<file path="config.mk">
export PLATFORM = sky130hd
export DESIGN_NAME = right_shift_pipe
export DESIGN_NICKNAME = d
export VERILOG_FILES = /design/src/rtl/right_shift_pipe.sv
export SDC_FILE = /design/constraint.sdc
export NUM_CORES = 1
export LEC_CHECK = 0
export ABC_AREA = 0
export CELL_PAD_IN_SITES_DETAIL_PLACEMENT = 1
export CELL_PAD_IN_SITES_GLOBAL_PLACEMENT = 1
export CORE_MARGIN = 2
export CORE_UTILIZATION = 40
export CTS_CLUSTER_SIZE = 20
export DETAILED_ROUTE_END_ITERATION = 8
export PLACE_DENSITY_LB_ADDON = 0.05
export SLEW_MARGIN = 30
export SYNTH_ARGS = -nofsm -noshare
export SYNTH_HDL_FRONTEND = slang
export SYNTH_SLANG_ARGS = --single-unit
</file>
<file path="constraint.sdc">
create_clock -name clk -period 1.15 [get_ports clk]
set_input_delay 0.1725 -clock clk [delete_from_list [all_inputs] [get_ports clk]]
set_output_delay 0.1725 -clock clk [all_outputs]
set_load 0.05 [all_outputs]
</file>
<file path="src/rtl/right_shift_pipe.sv">
// right_shift_pipe: pipelined right shifter on a valid/ready stream.
// Stage k shifts right by 2^k when shift bit k is set. Output appears SW cycles
// after acceptance when the output side does not stall. The whole pipe advances
// together, and only when the output register is empty or being drained.
//
// Optional feature: define RIGHT_SHIFT_PIPE_ARITH_EN to add the arith input.
// arith=1 fills vacated bits with the word's MSB.
//
// Ports
//   clk     in   1      clock
//   rst_n   in   1      asynchronous active-low reset
//   iValid  in   1      input word valid
//   iReady  out  1      pipe can accept a word this cycle
//   iBits   in   width  input word
//   shift   in   SW     right shift amount, 0..width-1
//   arith   in   1      (RIGHT_SHIFT_PIPE_ARITH_EN only) 1 = sign fill
//   oValid  out  1      output word valid
//   oReady  in   1      downstream takes the output this cycle
//   oBits   out  width  shifted word
module right_shift_pipe #(
    parameter int width = 8,
    localparam int SW = $clog2(width)
) (
    input  logic             clk,
    input  logic             rst_n,
    input  logic             iValid,
    output logic             iReady,
    input  logic [width-1:0] iBits,
    input  logic [SW-1:0]    shift,
`ifdef RIGHT_SHIFT_PIPE_ARITH_EN
    input  logic             arith,
`endif
    output logic             oValid,
    input  logic             oReady,
    output logic [width-1:0] oBits
);

    logic [width-1:0] data_q [SW];
    logic [SW-1:0]    sh_q   [SW];
    logic [SW-1:0]    vld_q;

    logic [width-1:0] d_in  [SW];
    logic [SW-1:0]    s_in  [SW];
    logic [SW-1:0]    v_in;
    logic [width-1:0] d_nxt [SW];
    logic             adv;
    logic             fill;

`ifdef RIGHT_SHIFT_PIPE_ARITH_EN
    logic [SW-1:0]    arith_q;
    logic [SW-1:0]    a_in;
`endif

    assign adv    = !vld_q[SW-1] || oReady;
    assign iReady = adv;
    assign oValid = vld_q[SW-1];
    assign oBits  = data_q[SW-1];

    // Stage inputs: stage 0 reads the port, later stages read the previous register.
    always_comb begin
        d_in[0] = iBits;
        s_in[0] = shift;
        v_in[0] = iValid;
`ifdef RIGHT_SHIFT_PIPE_ARITH_EN
        a_in[0] = arith;
`endif
        for (int k = 1; k < SW; k++) begin
            d_in[k] = data_q[k-1];
            s_in[k] = sh_q[k-1];
            v_in[k] = vld_q[k-1];
`ifdef RIGHT_SHIFT_PIPE_ARITH_EN
            a_in[k] = arith_q[k-1];
`endif
        end
    end

    // An arithmetic shift never changes the MSB, so every stage still sees the
    // original sign bit at width-1. Sign fill is done as ~(~x >> n).
    always_comb begin
        fill = 1'b0;
        for (int k = 0; k < SW; k++) begin
            fill     = 1'b0;
`ifdef RIGHT_SHIFT_PIPE_ARITH_EN
            fill     = a_in[k] && d_in[k][width-1];
`endif
            d_nxt[k] = d_in[k];
            if (s_in[k][k]) begin
                if (fill)
                    d_nxt[k] = ~((~d_in[k]) >> (1 << k));
                else
                    d_nxt[k] = d_in[k] >> (1 << k);
            end
        end
    end

    always_ff @(posedge clk or negedge rst_n) begin
        if (!rst_n) begin
            vld_q <= '0;
            for (int k = 0; k < SW; k++) begin
                data_q[k] <= '0;
                sh_q[k]   <= '0;
            end
`ifdef RIGHT_SHIFT_PIPE_ARITH_EN
            arith_q <= '0;
`endif
        end else if (adv) begin
            vld_q <= v_in;
            for (int k = 0; k < SW; k++) begin
                data_q[k] <= d_nxt[k];
                sh_q[k]   <= s_in[k];
            end
`ifdef RIGHT_SHIFT_PIPE_ARITH_EN
            arith_q <= a_in;
`endif
        end
    end

endmodule

</file>
# [Word level (Yosys, flattened, before mapping)]
# Index checks and enable logic that the tools add are counted.
[classes] mux=3 reduce_logical=2
[op_table] operator="$mux 8" n=3
[op_table] operator="$logic_not 1->1" n=1
[op_table] operator="$logic_or 1x1->1" n=1
[word_totals] reg_bits=33 input_bits=15 output_inout_bits=10 elab_cells=11

# [Longest topological paths before layout]
# Gate-level depths: netlist (run 1).
[depth] ltp_word=2 mapped_depth=3 depth_no_buf=2

# [Worst setup path after synthesis (run 1)]
# OpenSTA, ideal clock, no wires.
[synth_path] kind="reg2reg" start="reg vld_q[2]" end="reg data_q (netlist bit oBits[6])" setup_ns=0.125 arrival_ns=1.318 t_required_ns=1.025 path_slack_ns=-0.293 path_stages_with_launch=4 n_path_buf=1 period_less_slack_ns=1.443 path_cell_list="dfrtp_1 > nand2b_4 > buf_6 > mux2_2"
[synth_between] elab_chain_len=2
[synth_lines] item="start: declaration" line_no="40" source="logic [SW-1:0] vld_q;"
[synth_lines] item="start signal: assignment" line_no="107" source="vld_q <= v_in;"
[synth_lines] item="$logic_not 1->1" line_no="54" source="assign adv = !vld_q[SW-1] || oReady;"
[synth_lines] item="$logic_or 1x1->1" line_no="54"
[synth_lines] item="via iReady" line_no="27" source="output logic iReady,"
[synth_lines] item="end signal: indexed assignment" line_no="109" source="data_q[k] <= d_nxt[k];"
[synth_lines] item="end: declaration" line_no="38" source="logic [width-1:0] data_q [SW];"
# The timed path passes the listed nets, and every way through them passes these cells.
# A chain may end at the register's enable or synchronous reset.

# [Worst setup path in the final report (run 1)]
[layout_path] start="reg vld_q[2]" end="out iReady"
[layout_between] elab_chain_len=2
[layout_lines] item="$logic_not 1->1" line_no="54"
[layout_lines] item="$logic_or 1x1->1" line_no="54"
[layout_lines] item="end: declaration" line_no="27"
# No other way between the ends.

==> key figures, run 1 <==
Synthesis
  – Post-synthesis mux area share: 42.2%
  – Yosys top cell by area: dfrtp_1
  – Xor/xnor cell area share of the yosys netlist: 0%
  – Avg Inst Size Synth: 16.8 um^2
  – Post-synth top flop: dfrtp_1
  – Synth Instances: 91
  – Yosys top cell area share: 49.0%
  – Yosys warnings: 0
  – Compound-Gate Fraction of Synth Area: 0%
  – Ys async rst share: 100%
  – Register area share after synthesis: 49.0%
  – Synth Area in Adders: 0%
  – Most instantiated library cell after synthesis: mux2_4
  – Post-synth cell types: 10
  – Post-Synth Simple-Gate Area: 4.41%
  – Largest family of logic cells by synthesized area: multiplexers
  – Synthesized area: 0.00153 mm^2
  – Post-synth EDFFs: 0
  – Syn Nets: 106
  – Area contributors post-synth: dfrtp_1 (49%), mux2_4 (33%), mux2_2 (8.1%)
  – Top cells by count, synth: mux2_4 (34), dfrtp_1 (30), mux2_2 (11)
  – Synth Register Bits: 30

GRT
  – First-pass GRT wire length: 4.22 mm
  – Number of global-route vias before repair: 889
  – Largest net degree at the start of global routing: 31
  – Initial antenna violation count: 0
  – GR Overflow Total: 0
  – Overall Global Routing Usage: 13.7%

Power
  – VDD IR max: 834 uV
  – PD cells: 2310 mW/mm^2
  – Leakage: 1.04 nW

CTS
  – Clock sinks: 30
  – TritonCTS clock tree: built
  – Clock Tree Buf Depth: 2
  – Root Driver: clkbuf_8
  – CTS buffer count: 5
  – Clk Latency, worst-skew pair: 280 ps
  – H-tree depth reported by CTS: 2
  – Cts hold-fix bufs: 0
  – Clk slew on worst S/H paths: 60 ps

Setup path
  – Worst R2R Setup Slack: -90 ps
  – Reg2Reg Depth: 4
  – CP cell instances: nand2b_4 > buf_12 > buf_6 > buf_12
  – Critical-path top delay cell: dfrtp_2
  – Reg-to-reg critical path startpoint: vld_q[2]
  – Worst path most repeated cell: buf_12
  – Max FO, Critical Path: 2
  – WP data required: 980 ps
  – Worst Path Buf+Inv: 3
  – R2R Path End: vld_q[0]
  – Setup crit end kind: output port
  – WP data arrival: 1100 ps
  – Crit-path max cell delay: 420 ps
  – Worst path top cell family by delay: flip-flops
  – Startpoint types: flip-flop
  – WS Path Type: reg -> out

Timing
  – Post-layout min period: 1280 ps
  – Count of final setup violators: 31
  – Min setup slack post-route: -127 ps
  – Pins Over Slew Limit: 0
  – Post-route clock period utilization: 111%
  – Setup Skew: 3.01 ps
  – RSZ-0062 raised after global routing: true
  – Final hold vios: 0
  – Worst slew pin tran: 236 ps
  – Slew margin rel.: 84.3%
  – Fmax: 0.783 GHz
  – Setup TNS: -1880 ps

Die
  – Initial Util: 41.8%
  – Die H: 65.9 um
  – Ports: 25
  – # rows: 22
  – Core region area: 0.00366 mm^2
  – Die width: 65.9 um
  – Die Area: 0.00434 mm^2

Place
  – Routability congestion estimate: 0.671
  – Dpl cells: 164
  – Total placed instance area: 0.00200 mm^2
  – Setup WS pre-CTS: -363 ps
  – IO Port Bufs: 24
  – Dpl hpwl: 1.81 mm

Status
  – Violated checks: setup timing
  – Status: finished, violations left

Drt
  – Remaining antenna violation count after routing: 0
  – Residual DRC: 0
  – Total Wirelength: 2.37 mm
  – First DRT Iteration DRCs: 19
  – Vias per std cell: 4.68
  – Via count: 828
  – Drt wl/cell: 13.4 um
  – DR pass1 iterations: 4

Layout
  – Layout cells sized above 1: 62.8%
  – Filler cell count: 335
  – Layout area overhead: 41.0%
  – End-of-flow core utilization: 59.0%
  – Final #Nets: 143
  – Final antenna diode count: 0
  – Finished Cell Area: 0.00216 mm^2
  – Fin cells: 177

Job
  – Max_cap viols: 0

Worst hold path
  – Hold WC Path Type: in -> async
cells by family (layout without fill, tap and decap cells):
group / Yosys count / in the layout
buf+inv: 6 / 44
flops: 30 / 30
mux: 46 / 46
simple gates: 9 / 9
repair_timing:
item                       CTS  global route
setup endpoints to repair   22            31
buffers inserted             3             2
resized for setup            5             1
pin swaps                    0             0
final cells by class:
cell class | instances | area, um^2 | area share (%)
Sequential cell | 30 | 754 | 34.9
Clock buffer | 8 | 110 | 5.10
Timing Repair Buffer | 36 | 503 | 23.3
Multi-Input combinational cell | 55 | 732 | 33.9
Tap cell | 48 | 60.1 | 2.78
layout by cell type, fill, tap and decap left out:
cell type        netlist  layout
and2b_1                1       1
clkdlybuf4s50_1        0      13
clkbuf_8               0       8
nand2b_1               1       1
dfrtp_2                0       3
buf_6                  6       3
nand2b_4               1       1
dfrtp_1               30      27
dlygate4sd2_1          0       1
buf_12                 0      15
nor2b_1                5       5
buf_4                  0       4
mux2_2                11       7
and2b_2                1       1
mux2_4                34      39
per-stage QoR:
step | hold WS [ps] | power, W
after CTS | 260 | 0.00504
after detailed placement | 463 | 0.00400
after global routing | 254 | 0.00527
final | 260 | 0.00499
after floorplan | -123 | 0.00312
after global placement | 456 | 0.00394
report_power, final:
| part | switching [W] | internal (W) | total [W] |
|---|---|---|---|
| clock network | 0.000370 | 0.000603 | 0.000973 |
| logic | 0.000847 | 0.00145 | 0.00230 |
| registers | 0.000321 | 0.00140 | 0.00172 |
| total | 0.00154 | 0.00346 | 0.00499 |
worst max path at each step:
| stage | startpoint | to | slack, ps | depth (start not counted) |
|---|---|---|---|---|
| 2_1_floorplan | vld_q[2] | s_in[5] | -110 | 3 |
| 3_3_place_gp | shift[0] | d_in[9] | -340 | 4 |
| 3_5_place_dp | shift[0] | d_in[10] | -360 | 4 |
| 4_1_cts | vld_q[2] | iReady | -140 | 4 |
| 5_1_grt | vld_q[2] | iReady | -170 | 4 |
| 6_report | vld_q[2] | iReady | -130 | 4 |
sequential cells by signal, indices dropped and copies added (netlist names):
signal,count
oBits,8
vld_q,3
d_in,16
s_in,3
per-layer routing:
layer | vias to the layer above | global-route usage (%) | routed length, um
met5 | - | 0 | 0
met4 | 0 | 8.59 | 55
met3 | 5 | 5.96 | 145
met2 | 23 | 22.6 | 1210
met1 | 410 | 14.1 | 956
li1 | 390 | - | -
(Power assumes the default switching activity.)
==> run 2, diff against run 1 <==
--- a/config.mk
+++ b/config.mk
@@ -5,11 +5,11 @@
 export SDC_FILE = /design/constraint.sdc
 export NUM_CORES = 1
 export LEC_CHECK = 0
-export ABC_AREA = 0
+export ABC_AREA = 1
 export CELL_PAD_IN_SITES_DETAIL_PLACEMENT = 1
 export CELL_PAD_IN_SITES_GLOBAL_PLACEMENT = 1
 export CORE_MARGIN = 2
-export CORE_UTILIZATION = 40
+export CORE_UTILIZATION = 34
 export CTS_CLUSTER_SIZE = 20
 export DETAILED_ROUTE_END_ITERATION = 8
 export PLACE_DENSITY_LB_ADDON = 0.05
==> key figures, run 2 <==
Synthesis
  – Yosys warnings: 0 (unchanged)
  – Post-synth EDFFs: 0 (unchanged)
  – Top cells by count, synth: nand2_1 (82), dfrtp_1 (30), inv_1 (26)
  – Yosys top cell area share: 51.6% (+2.6 points)
  – Ys async rst share: 100% (unchanged)
  – Avg Inst Size Synth: 7.82 um^2 (-54%)
  – Register area share after synthesis: 51.6% (+2.6 points)
  – Area contributors post-synth: dfrtp_1 (52%), nand2_1 (21%), nand3_1 (8.3%)
  – Synthesized area: 0.00146 mm^2 (-5.0%)
  – Post-synth top flop: dfrtp_1
  – Synth Instances: 186 (+100%)
  – Post-synth cell types: 13 (+3)
  – Syn Nets: 201 (+90%)
  – Yosys top cell by area: dfrtp_1
  – Most instantiated library cell after synthesis: nand2_1
  – Synth Register Bits: 30 (unchanged)

Drt
  – Via count: 1211 (+46%)
  – DR pass1 iterations: 4 (unchanged)
  – Total Wirelength: 3.18 mm (+34%)
  – Residual DRC: 0 (unchanged)
  – Vias per std cell: 4.52 (-3.4%)
  – Drt wl/cell: 11.8 um (-12%)
  – Top Layer Used: met4
  – Metal3 WL: 139 um (-4.1%)
  – First DRT Iteration DRCs: 34 (+15)
  – M1 wire length: 1.31 mm (+37%)
  – Met2 wire length: 1.66 mm (+37%)
  – Remaining antenna violation count after routing: 0 (unchanged)

Setup path
  – Setup crit end kind: output port
  – Max FO, Critical Path: 2 (unchanged)
  – WP data required: 980 ps (about the same)
  – Startpoint types: flip-flop
  – Reg-to-reg critical path startpoint: vld_q[2]
  – Launch point of the critical path: vld_q[2]
  – WS Path Type: reg -> out
  – WP data arrival: 950 ps (-150 ps)

CTS
  – H-tree depth reported by CTS: 2 (unchanged)
  – Clock Tree Buf Depth: 2 (unchanged)
  – Clk slew on worst S/H paths: 60 ps (about the same)
  – TritonCTS clock tree: built
  – CTS buffer count: 5 (unchanged)
  – Root Driver: clkbuf_8
  – Clk Latency, worst-skew pair: 280 ps (about the same)
  – Cts hold-fix bufs: 0 (unchanged)
  – Clock sinks: 30 (unchanged)

GRT
  – Initial antenna violation count: 0 (unchanged)
  – First-pass GRT wire length: 5.82 mm (+38%)
  – Overall Global Routing Usage: 15.4% (+1.7 points)
  – Largest net degree at the start of global routing: 31 (unchanged)
  – Number of global-route vias before repair: 1310 (+47%)
  – GR Overflow Total: 0 (unchanged)

Layout
  – Finished Cell Area: 0.00197 mm^2 (-8.8%)
  – Layout area overhead: 35.3%
  – Commonest non-fill, non-tap cell in the layout: nand2_1
  – Largest register FFs: 16 (unchanged)
  – Most frequent cells in the layout: nand2_1 (82), dfrtp_1 (29), inv_1 (26)
  – Final #Nets: 232 (+62%)
  – Layout cells sized above 1: 17.9% (-45 points)
  – End-of-flow core utilization: 48.5% (-10 points)
  – Final antenna diode count: 0 (unchanged)

Place
  – Total placed instance area: 0.00186 mm^2 (-6.8%)
  – IO Port Bufs: 24 (unchanged)
  – Dpl hpwl: 2.29 mm (+27%)
  – Setup WS pre-CTS: -94.7 ps (+268 ps)
  – Routability congestion estimate: 0.786 (+17%)

Die
  – Die Area: 0.00482 mm^2 (+11%)
  – Die width: 69.4 um (+5.4%)
  – Core region area: 0.00406 mm^2 (+11%)
  – Ports: 25 (unchanged)
  – # rows: 23 (+4.5%)
  – Initial Util: 35.9% (-6.0 points)
  – Die H: 69.4 um (+5.4%)

Timing
  – Final hold vios: 0 (unchanged)
  – RSZ-0062 raised after global routing: true
  – Worst slew pin tran: 232 ps (-3.91 ps)
  – Fmax: 0.894 GHz (+14%)
  – Slew margin rel.: 84.5% (+0.26 points)
  – Setup Skew: 2.73 ps (-0.280 ps)
  – Count of final setup violators: 0 (-100%)
  – Min setup slack post-route: 32.0 ps (+159 ps)
  – Pins Over Slew Limit: 0 (unchanged)
  – Post-route clock period utilization: 97.2% (-14 points)
  – Post-layout min period: 1120 ps (-159 ps)

Status
  – Status: complete, no violations

Worst hold path
  – Hold WC Path Type: in -> async

Job
  – Max_cap viols: 0 (unchanged)

Power
  – VDD IR max: 777 uV (-6.8%)
  – Leakage: 1.07 nW (+2.3%)
  – PD cells: 2450 mW/mm^2 (+6.0%)
[run 2: changes by cell type after synthesis, sizes merged, moves of 3 or more]
| cell | change |
|---|---|
| inv | +30 |
| nand2 | +93 |
| nor2b | -5 |
| mux2 | -46 |
| nand3 | +24 |
| o21ai | +3 |
[run 2: metrics by stage]
stage | cells | hold WS [ps] | total power [W] | setup TNS (ps)
floorplan | 186 | -123 | 0.00301 | 0
global placement | 259 | 458 | 0.00393 | -700
detailed placement | 259 | 461 | 0.00398 | -2200
CTS | 268 | 253 | 0.00490 | 0
global route | 268 | 255 | 0.00518 | -9.76
finish | 268 | 253 | 0.00483 | 0
[run 2: final timing paths]
kind / to / slack [ps] / depth (start not counted)
worst max-delay path: iReady / 30 / 2
worst min-delay path: s_in[2] / 250 / 2
worst max register to register: s_in[4] / 90 / 5
worst min register to register: vld_q[2] / 470 / 2
max in group asynchronous: vld_q[2] / 730 / 2
min in group clk: vld_q[0] / 430 / 3
[run 2: logic make-up (layout without fill, tap and decap cells)]
| group | Yosys count | after routing | synth area share (%) |
|---|---|---|---|
| buffers and inverters | 36 | 68 | 12.9 |
| flip-flops | 30 | 30 | 51.6 |
| AO/OA/AOI/OAI | 3 | 3 | 1.03 |
| AND/OR/NAND/NOR | 117 | 117 | 34.5 |
[run 2: per-layer routing]
| layer | up-vias | GRT usage, % |
|---|---|---|
| li1 | 614 | - |
| met1 | 568 | 16.9 |
| met2 | 24 | 26.9 |
| met3 | 5 | 4.51 |
| met4 | 0 | 7.84 |
| met5 | - | 0 |
[run 2: worst max-delay path, stage by stage (launching register included)]
cell     delay [ps]
dfrtp_2         440
nand2_4          90
buf_12          130
[run 2: area by class of cell]
cell class / instances / area, um^2
repair buffers: 30 / 427
clock inverters: 1 / 5.00
well taps: 50 / 62.6
flip-flops and latches: 30 / 752
inverters: 30 / 120
fillers: 479 / 2090
clock buffers: 7 / 86.3
multi-input cells: 120 / 517
[run 2: power breakdown]
group | switching (W) | internal [W]
Clock | 0.000391 | 0.000482
Combinational | 0.00119 | 0.000976
Sequential | 0.000343 | 0.00144
Total | 0.00193 | 0.00290
[run 2: timing repair]
| item | 4_1_cts | 5_1_grt |
|---|---|---|
| endpoints found under the setup margin | 1 | 7 |
| pin swaps | 1 | 0 |
| resized for setup | 0 | 2 |
| buffers inserted | 1 | 0 |
